[src/rtl/ps2_device_if.sv]
// Byte-level bus between the PS/2 device endpoint and its user logic.
// tx: a byte moves on any clock edge where tx_valid & tx_ready; rx: rx_valid is a one-cycle pulse qualifying rx_data/rx_err.
interface ps2_device_if;
    logic [7:0] tx_data;
    logic       tx_valid;
    logic       tx_ready;
    logic [7:0] rx_data;
    logic       rx_valid;
    logic       rx_err;

    modport master (
        output tx_data, tx_valid,
        input  tx_ready, rx_data, rx_valid, rx_err
    );

    modport slave (
        input  tx_data, tx_valid,
        output tx_ready, rx_data, rx_valid, rx_err
    );
endinterface

[src/rtl/ps2_device.sv]
// Device-side PS/2 endpoint: sources the PS/2 clock, sends bytes to the host,
// receives host command bytes and acknowledges them. Lines are open-drain via active-low enables.
module ps2_device #(
    parameter int CLK_HALF    = 2500,
    parameter int INHIBIT_CYC = 2500,
    parameter int GAP_CYC     = 5000
) (
    input  logic         clk,
    input  logic         rst,
    output logic         ps2_clk_en_o_,
    output logic         ps2_data_en_o_,
    input  logic         ps2_clk_i,
    input  logic         ps2_data_i,
    ps2_device_if.slave  bus,
    output logic         busy,
    output logic [2:0]   dbg_state
);

    localparam int CNT_M1  = (CLK_HALF > INHIBIT_CYC) ? CLK_HALF : INHIBIT_CYC;
    localparam int CNT_MAX = (CNT_M1 > GAP_CYC) ? CNT_M1 : GAP_CYC;
    localparam int CW      = $clog2(CNT_MAX + 1);

    localparam logic [CW-1:0] HALF_LAST   = CW'(CLK_HALF - 1);
    localparam logic [CW-1:0] INH_LAST    = CW'(INHIBIT_CYC - 1);
    localparam logic [CW-1:0] GAP_LAST    = CW'(GAP_CYC - 1);
    localparam logic [CW-1:0] SYNC_SETTLE = CW'(2);

    typedef enum logic [2:0] {
        S_IDLE   = 3'd0,
        S_TX_CHK = 3'd1,
        S_TX     = 3'd2,
        S_RX     = 3'd3,
        S_GAP    = 3'd4
    } state_t;

    state_t        r_state;
    logic [CW-1:0] r_cnt;
    logic [3:0]    r_slot;
    logic          r_low;
    logic          r_clk_en;
    logic          r_data_en;
    logic          r_clk_s1;
    logic          r_clk_s2;
    logic          r_dat_s1;
    logic          r_dat_s2;
    logic [7:0]    r_tx_byte;
    logic          r_pend;
    logic          r_tx_ready;
    logic [7:0]    r_shift;
    logic          r_par;
    logic [7:0]    r_rx_data;
    logic          r_rx_valid;
    logic          r_rx_err;

    logic          w_clk;
    logic          w_dat;
    logic          w_rts;
    logic          w_accept;
    logic          w_half_end;
    logic          w_inhibit;
    logic [3:0]    w_slot_nx;
    logic [15:0]   w_frame;

    assign w_clk      = r_clk_s2;
    assign w_dat      = r_dat_s2;
    assign w_rts      = w_clk & ~w_dat;
    assign w_accept   = bus.tx_valid & r_tx_ready;
    assign w_half_end = (r_cnt == HALF_LAST);
    assign w_slot_nx  = r_slot + 4'd1;
    assign w_frame    = {5'b0_0000, 1'b1, ~^r_tx_byte, r_tx_byte, 1'b0};
    // Right after the device releases the clock the synced value is still stale
    // for two cycles, so host inhibit is only trusted once the synchronisers settle.
    assign w_inhibit  = ~r_low & (r_cnt >= SYNC_SETTLE) & ~w_clk;

    always_ff @(posedge clk or negedge rst) begin
        if (!rst) begin
            r_state    <= S_IDLE;
            r_cnt      <= '0;
            r_slot     <= 4'd0;
            r_low      <= 1'b0;
            r_clk_en   <= 1'b1;
            r_data_en  <= 1'b1;
            r_clk_s1   <= 1'b1;
            r_clk_s2   <= 1'b1;
            r_dat_s1   <= 1'b1;
            r_dat_s2   <= 1'b1;
            r_tx_byte  <= 8'h00;
            r_pend     <= 1'b0;
            r_tx_ready <= 1'b1;
            r_shift    <= 8'h00;
            r_par      <= 1'b0;
            r_rx_data  <= 8'h00;
            r_rx_valid <= 1'b0;
            r_rx_err   <= 1'b0;
        end else begin
            r_clk_s1   <= ps2_clk_i;
            r_clk_s2   <= r_clk_s1;
            r_dat_s1   <= ps2_data_i;
            r_dat_s2   <= r_dat_s1;
            r_rx_valid <= 1'b0;

            case (r_state)
                S_IDLE: begin
                    r_cnt <= '0;
                    if (w_rts) begin
                        r_state   <= S_RX;
                        r_slot    <= 4'd1;
                        r_low     <= 1'b0;
                        r_clk_en  <= 1'b1;
                        r_data_en <= 1'b1;
                    end else if (w_clk && r_pend) begin
                        r_state <= S_TX_CHK;
                    end
                end

                S_TX_CHK: begin
                    if (w_rts) begin
                        r_state   <= S_RX;
                        r_cnt     <= '0;
                        r_slot    <= 4'd1;
                        r_low     <= 1'b0;
                        r_clk_en  <= 1'b1;
                        r_data_en <= 1'b1;
                    end else if (!w_clk) begin
                        r_cnt <= '0;
                    end else if (r_cnt == INH_LAST) begin
                        r_state   <= S_TX;
                        r_cnt     <= '0;
                        r_slot    <= 4'd0;
                        r_low     <= 1'b0;
                        r_clk_en  <= 1'b1;
                        r_data_en <= w_frame[0];
                    end else begin
                        r_cnt <= r_cnt + 1'b1;
                    end
                end

                S_TX: begin
                    // The stop slot is past the point of no return: a late inhibit is ignored.
                    if (w_inhibit && (r_slot <= 4'd9)) begin
                        r_state   <= S_IDLE;
                        r_cnt     <= '0;
                        r_low     <= 1'b0;
                        r_clk_en  <= 1'b1;
                        r_data_en <= 1'b1;
                    end else if (w_half_end) begin
                        r_cnt <= '0;
                        if (!r_low) begin
                            r_low    <= 1'b1;
                            r_clk_en <= 1'b0;
                        end else if (r_slot == 4'd10) begin
                            r_state   <= S_GAP;
                            r_low     <= 1'b0;
                            r_clk_en  <= 1'b1;
                            r_data_en <= 1'b1;
                            r_pend    <= 1'b0;
                        end else begin
                            r_low     <= 1'b0;
                            r_clk_en  <= 1'b1;
                            r_slot    <= w_slot_nx;
                            r_data_en <= w_frame[w_slot_nx];
                        end
                    end else begin
                        r_cnt <= r_cnt + 1'b1;
                    end
                end

                S_RX: begin
                    if (w_inhibit) begin
                        r_state   <= S_IDLE;
                        r_cnt     <= '0;
                        r_low     <= 1'b0;
                        r_clk_en  <= 1'b1;
                        r_data_en <= 1'b1;
                    end else if (w_half_end) begin
                        r_cnt <= '0;
                        if (!r_low) begin
                            r_low    <= 1'b1;
                            r_clk_en <= 1'b0;
                            if (r_slot <= 4'd8) begin
                                r_shift <= {w_dat, r_shift[7:1]};
                            end else if (r_slot == 4'd9) begin
                                r_par <= w_dat;
                            end else if ((r_slot == 4'd10) && !w_dat) begin
                                // Framing error: stay silent and let the host time out.
                                r_state  <= S_GAP;
                                r_low    <= 1'b0;
                                r_clk_en <= 1'b1;
                            end
                        end else if (r_slot == 4'd11) begin
                            r_state    <= S_GAP;
                            r_low      <= 1'b0;
                            r_clk_en   <= 1'b1;
                            r_data_en  <= 1'b1;
                            r_rx_valid <= 1'b1;
                            r_rx_data  <= r_shift;
                            r_rx_err   <= ~(^{r_shift, r_par});
                        end else begin
                            r_low    <= 1'b0;
                            r_clk_en <= 1'b1;
                            r_slot   <= w_slot_nx;
                            if (r_slot == 4'd10) begin
                                r_data_en <= 1'b0;
                            end
                        end
                    end else begin
                        r_cnt <= r_cnt + 1'b1;
                    end
                end

                S_GAP: begin
                    if (r_cnt == GAP_LAST) begin
                        r_state <= S_IDLE;
                        r_cnt   <= '0;
                        if (!r_pend) begin
                            r_tx_ready <= 1'b1;
                        end
                    end else begin
                        r_cnt <= r_cnt + 1'b1;
                    end
                end

                default: begin
                    r_state   <= S_IDLE;
                    r_cnt     <= '0;
                    r_clk_en  <= 1'b1;
                    r_data_en <= 1'b1;
                end
            endcase

            // tx_ready is only high with nothing pending, so this never collides with the frame logic.
            if (w_accept) begin
                r_pend     <= 1'b1;
                r_tx_byte  <= bus.tx_data;
                r_tx_ready <= 1'b0;
            end
        end
    end

    assign ps2_clk_en_o_  = r_clk_en;
    assign ps2_data_en_o_ = r_data_en;
    assign bus.tx_ready   = r_tx_ready;
    assign bus.rx_data    = r_rx_data;
    assign bus.rx_valid   = r_rx_valid;
    assign bus.rx_err     = r_rx_err;
    assign busy           = (r_state != S_IDLE);
    assign dbg_state      = r_state;

endmodule

[src/flat_wrapper.sv]
// flat-port wrapper written by rule: the top's interface ports become plain ports
module ps2_device_flat 
#(
    parameter int CLK_HALF    = 2500,
    parameter int INHIBIT_CYC = 2500,
    parameter int GAP_CYC     = 5000
)
  (clk, rst, ps2_clk_en_o_, ps2_data_en_o_, ps2_clk_i, ps2_data_i, busy, dbg_state, bus_tx_data, bus_tx_valid, bus_tx_ready, bus_rx_data, bus_rx_valid, bus_rx_err);
  ps2_device_if bus_i ();
  input  logic clk;
  input  logic rst;
  output logic ps2_clk_en_o_;
  output logic ps2_data_en_o_;
  input  logic ps2_clk_i;
  input  logic ps2_data_i;
  output logic busy;
  output logic [2:0] dbg_state;
  input wire logic [$bits(bus_i.tx_data)-1:0] bus_tx_data;
  input wire logic [$bits(bus_i.tx_valid)-1:0] bus_tx_valid;
  output wire logic [$bits(bus_i.tx_ready)-1:0] bus_tx_ready;
  output wire logic [$bits(bus_i.rx_data)-1:0] bus_rx_data;
  output wire logic [$bits(bus_i.rx_valid)-1:0] bus_rx_valid;
  output wire logic [$bits(bus_i.rx_err)-1:0] bus_rx_err;
  assign bus_i.tx_data = bus_tx_data;
  assign bus_i.tx_valid = bus_tx_valid;
  assign bus_tx_ready = bus_i.tx_ready;
  assign bus_rx_data = bus_i.rx_data;
  assign bus_rx_valid = bus_i.rx_valid;
  assign bus_rx_err = bus_i.rx_err;
  ps2_device #(.CLK_HALF(CLK_HALF), .INHIBIT_CYC(INHIBIT_CYC), .GAP_CYC(GAP_CYC)) u_core (.clk(clk), .rst(rst), .ps2_clk_en_o_(ps2_clk_en_o_), .ps2_data_en_o_(ps2_data_en_o_), .ps2_clk_i(ps2_clk_i), .ps2_data_i(ps2_data_i), .bus(bus_i), .busy(busy), .dbg_state(dbg_state));
endmodule
[config.mk]
export PLATFORM = sky130hd
export DESIGN_NAME = ps2_device_flat
export DESIGN_NICKNAME = d
export VERILOG_FILES = /design/src/rtl/ps2_device_if.sv /design/src/rtl/ps2_device.sv /design/src/flat_wrapper.sv
export SDC_FILE = /design/constraint.sdc
export NUM_CORES = 1
export LEC_CHECK = 0
export BUFFER_PORTS_ARGS = -buffer_cell sky130_fd_sc_hd__buf_2
export CAP_MARGIN = 15
export CELL_PAD_IN_SITES_DETAIL_PLACEMENT = 1
export CELL_PAD_IN_SITES_GLOBAL_PLACEMENT = 1
export CORE_ASPECT_RATIO = 1.75
export CORE_MARGIN = 5
export CORE_UTILIZATION = 35
export DETAILED_ROUTE_END_ITERATION = 8
export GPL_TIMING_DRIVEN = 1
export HOLD_SLACK_MARGIN = 0.12
export PLACE_DENSITY = 0.65
export SLEW_MARGIN = 0
export SYNTH_ARGS = -nofsm -noshare
export SYNTH_HDL_FRONTEND = slang
export SYNTH_SLANG_ARGS = --single-unit
[constraint.sdc]
create_clock -name clk -period 2.95 [get_ports clk]
set_clock_uncertainty 0.05 [all_clocks]
set_input_delay 0.1475 -clock clk [delete_from_list [all_inputs] [get_ports clk]]
set_output_delay 0.1475 -clock clk [all_outputs]
set_load 0.02 [all_outputs]
[Word-level counts from Yosys, hierarchy flattened]
Cells that the tools add are included.
Word-level totals
  register bits after elaboration: 56
  input port bits: 13
  word-level logic and storage cells: 187
Cells by class
  add/sub/neg operators: 2
  order comparisons: 4
  equality and inequality tests: 34
  muxes and demuxes: 93
  bitwise logic cells: 11
  reduce and logical (&&, ||, !) cells: 25
Operators with widths (number)
  two-way mux 13 bit: 6
  one-hot mux 13 bit (4 select lines): 1
  two-way mux 1 bit: 51
  two-way mux 3 bit: 17
  two-way mux 4 bit: 12
  != test 3 x 1 -> 1 bit (second input constant): 8
  AND reduction 12 bit: 2
  AND reduction 6 bit: 3
  one-hot mux 4 bit (4 select lines): 1
  one-hot mux 3 bit (5 select lines): 1
  AND reduction 5 bit: 3
  != test 2 x 1 -> 1 bit (second input constant): 7
  adder 13 x 1 -> 13 bit (second input constant): 1
  equality test 13 x 12 -> 1 bit (second input constant): 1
  equality test 13 bit (second input constant): 1
  >= comparator 13 x 2 -> 1 bit (second input constant): 1
  equality test 4 bit (second input constant): 3
  nonzero test 2 bit: 6
  != test 2 bit (second input constant): 5
  one-hot mux 1 bit (5 select lines): 2
  AND reduction 9 bit: 1
  parity 9 bit: 1
  less-or-equal comparator 4 bit (second input constant): 2
  != test 4 x 1 -> 1 bit (second input constant): 2
  18 further kinds: 31

[Longest topological paths before layout]
  word-level depth: 9
  depth in mapped cells: 10
  depth with buffers taken out: 8

[Worst setup path before layout]
No wires, ideal clock.
  path kind: register to register
  start point: register u_core.r_cnt[0]
  end point: register u_core.r_state[1] (netlist: u_core.dbg_state[1])
  library setup time: 0.128 ns
  arrival time: 2.564 ns
  data required time: 2.772 ns
  slack: 0.209 ns
  cell stages (with the launch flop): 10
  buffers on the path: 1
  clock period less this slack: 2.741 ns
  cell sequence: dfrtp_1 inv_1 ha_1 or4_1 or4_4 buf_6 a211oi_4 o31ai_2 nand4_2 mux2_1
On the way
  cells in the longest elaborated chain, start to end: 6
Ends and longest elaborated chain
  start, declared: line ps2_device.sv:37  | logic [CW-1:0] r_cnt;
  start signal, assigned: line ps2_device.sv:134  | r_cnt <= r_cnt + 1'b1;
  start signal, assigned: line ps2_device.sv:164  | r_cnt <= r_cnt + 1'b1;
  start signal, assigned: line ps2_device.sv:207  | r_cnt <= r_cnt + 1'b1;
  >= comparator 13 x 2 -> 1 bit: line ps2_device.sv:73  | assign w_inhibit = ~r_low & (r_cnt >= SYNC_SETTLE) & ~w_clk;
  bitwise AND 1 bit (2 in series): line ps2_device.sv:73
  logical AND 1 bit: line ps2_device.sv:140  | if (w_inhibit && (r_slot <= 4'd9)) begin
  != test 3 x 1 -> 1 bit (no source line) / two-way mux 3 bit (equally long branches)
  AND reduction 12 bit (no source line) / one-hot mux 3 bit (5 select lines) (equally long branches)
  end signal, assigned: line ps2_device.sv:77  | r_state <= S_IDLE;
  end signal, assigned: line ps2_device.sv:141  | r_state <= S_IDLE;
  end signal, assigned: line ps2_device.sv:152  | r_state <= S_GAP;
  end, declared: line ps2_device.sv:36  | state_t r_state;
Several ways; a longest one is shown, not always the timed one.
A chain may end at the register's enable or synchronous reset.

[Final worst setup path]
Ends and elaborated chain as after synthesis.

==> run_results.csv <==
group,metric,value,unit
sta,max_freq,0.351,GHz
logic_synthesis,synth_top_cell_by_area,"dfrtp_1",
floorplanning,die_area,11100,µm²
worst_setup_path,crit_path_start_kind,"register",
worst_setup_path,end_kind,"register",
worst_setup_path,cp_max_fo,6,
cells_and_area,areaGrowthSynthToFinish,18.6,%
hold_path,worstHoldStart,"u_core.r_dat_s1",
sta,fin_crit,2850,ps
detailed_routing,via_count,2407,
cells_and_area,design_area,3750,µm²
place,io_buffers,29,
floorplanning,core,8980,µm²
worst_setup_path,required,3070,ps
power_and_ir_drop,powerDensity,696,nW/µm²
detailed_routing,wl,7.57,mm
hold_path,min_to,"u_core.r_dat_s2",
logic_synthesis,synthTopCellsByArea,"dfrtp_1, dfstp_2, xnor2_1, nand2_1, mux2_2",
worst_setup_path,reg2reg_depth,8,
logic_synthesis,postSynthCellCount,306,
clock_network,htreeDepth,2,
cells_and_area,final_util,0.418,
clock_network,root_buffer,"clkbuf_16",
sta,finalHoldViolCount,0,
logic_synthesis,synth-seq-area-share,0.445,
logic_synthesis,syn_area,3170,µm²
cells_and_area,layout_common_cells,"dfrtp_1, nand2_1, buf_2",
logic_synthesis,ys_types,60,
power_and_ir_drop,leakagePower,1.70,nW
hold_path,hold_depth,0,
worst_setup_path,r2r_slack,100,ps
clock_network,cts_tree,"built",
worst_setup_path,cp_data_arrival_time,2970,ps
sta,finalCritPeriodShare,0.965,
detailed_routing,drt_iter0_markers,107,
place,dpl_cell_area,3450,µm²
power_and_ir_drop,vdd_ir_drop_max,0.312,mV
place,dp_worst_setup_slack,95.3,ps
logic_synthesis,ys.flop_type,"dfrtp_1",
cells_and_area,final_common_cell,"dfrtp_1",
grt,track_usage,0.148,
detailed_routing,vias_per_cell,5.09,
detailed_routing,wl_per_cell,16.0,µm
outcome,status,"finished, final reports clean",
sta,setup_ws,103,ps
sta,slew_violations,0,
cells_and_area,antenna_cells,0,
grt,grt_max_degree,42,
worst_setup_path,slowest_stage,"or4_4",
worst_setup_path,worstPathCellList,"inv_1, ha_1, or4_1, or4_4, a211oi_4, o31ai_2, nand4_2, mux2_1",
worst_setup_path,worst-path-buf-inv,1,
detailed_routing,drc_errors,0,
logic_synthesis,ys_ff_latch,56,
floorplanning,num_rows,46,
sta,worstMarginPinSlew,937,ps
worst_setup_path,regToRegEndpoint,"u_core.dbg_state[1]",
clock_network,cts_sinks,56,
place,routabilityCongestion,0.842,
cells_and_area,nFillCells,1060,
place,dp_hpwl,5.80,mm
job,drv_cap,0,
detailed_routing,first_pass_iters,4,
clock_network,path_clk_slew,70,ps
grt,grt_pass1_vias,2606,
floorplanning,start_util,0.353,
clock_network,cts_buffers,5,
logic_synthesis,synth_fp_nets,326,
logic_synthesis,post_synth.cell_area_avg,10.3,µm²
sta,whs,308,ps
logic_synthesis,yosys_warnings,0,
grt,grt_pass1_wl,12.6,mm
worst_setup_path,r2r_start,"u_core.r_cnt[0]",
clock_network,cts_buffer_depth,2,
sta,setup_viol,0,
grt,antenna_found_initial,0,
floorplanning,die_h,136,µm
logic_synthesis,ys_async_sr_fraction,1.00,
clock_network,insertion_delay,290,ps
cells_and_area,nets,372,
grt,overflow,0,
logic_synthesis,synth_edf_count,0,
hold_path,hold_path.class,"reg2reg",
logic_synthesis,synth_top_area_share,0.387,
worst_setup_path,worstSetupPathType,"reg2reg",
detailed_routing,ant_nets,0,
floorplanning,chipWidth,81.9,µm
floorplanning,io_pins,30,
sta,relSlewSlack,0.376,
worst_setup_path,max_stage_delay,510,ps
worst_setup_path,critical-path-top-delay-family,"simple AND/OR/NAND/NOR gates",
cells_and_area,drive_gt1_frac,0.241,
[routing by layer]
layer / part of all wire / global-route usage
met4: 0.025 / 0.0582
met1: 0.39 / 0.163
met3: 0.023 / 0.0279
met5: 0 / 0
met2: 0.57 / 0.271
[Yosys cell counts (2+ instances only)]
cell type and number:
nor3_1 2, o21ai_1 2, o21ai_0 7, dfrtp_1 49, nand2b_1 3, nor2_1 18, or4_1 3, nor2_2 2
xnor2_1 20, nand3_1 12, a21oi_1 7, mux2_2 11, nor2_4 8, clkbuf_1 9, ha_1 7, mux2i_1 4
nor2b_1 3, a211oi_1 4, nand2_1 43, or4_4 2, dfstp_2 7, a22o_1 3, a221oi_1 3, and2_1 4
xor2_1 11, a31oi_1 4, inv_1 9, and3_1 5, nor4_1 2, mux2_1 8, nand4_1 5
[final cells by class]
class,instances,area [µm²],area share
multi-input combinational,230,1660,0.443
clock buffer,6,129,0.0343
sequential,56,1410,0.376
timing repair buffer,50,333,0.0887
clock inverter,2,35.0,0.00933
inverter,9,33.8,0.00900
tap,120,150,0.0400
[kinds of logic (layout without fill, tap and decap cells)]
family	after synthesis	in the layout	synth area share
XOR/XNOR	31	31	0.0858
AO/OA/AOI/OAI	50	50	0.123
buffers and inverters	20	67	0.0312
multiplexers	23	23	0.0802
flip-flops	56	56	0.445
adder cells (fa/ha/maj)	7	7	0.0277
AND/OR/NAND/NOR	119	119	0.206
[worst max-delay path by stage]
stage                    start                   to  slack [ps]  cells after the start
6_report       u_core.r_cnt[0]  u_core.dbg_state[1]         100                      8
2_1_floorplan  u_core.r_cnt[0]  u_core.dbg_state[1]         210                      9
4_1_cts        u_core.r_cnt[0]  u_core.dbg_state[1]          80                      8
3_5_place_dp   u_core.r_cnt[0]  u_core.dbg_state[1]         100                      8
5_1_grt        u_core.r_cnt[0]  u_core.dbg_state[1]         -20                      8
3_3_place_gp   u_core.r_cnt[0]  u_core.dbg_state[1]         160                      8
[report_power, final]
group          switching, W  internal [W]
sequential        0.0000972      0.000851
clock              0.000259      0.000400
combinational      0.000615      0.000391
[registers in the layout, indices dropped and copies added (netlist names), 3 cells and up]
register            cells
u_core.bus.rx_data      8
u_core.dbg_state        3
u_core.r_cnt           13
u_core.r_shift          8
u_core.r_slot           4
u_core.r_tx_byte        8
[repair_timing]
action,CTS,global route
setup buffers,0,2
hold buffers,12,0
endpoints found under the setup margin,0,3
hold endpoints to repair,45,0
resized for setup,0,1
[through the flow]
stage	total power (W)	instances	setup TNS (ps)
2_1_floorplan	0.00174	306	0
3_3_place_gp	0.00192	451	0
3_5_place_dp	0.00195	451	0
4_1_cts	0.00264	471	0
5_1_grt	0.00279	473	-42.5
6_report	0.00261	473	0
Power figures use the tool's default switching activity.
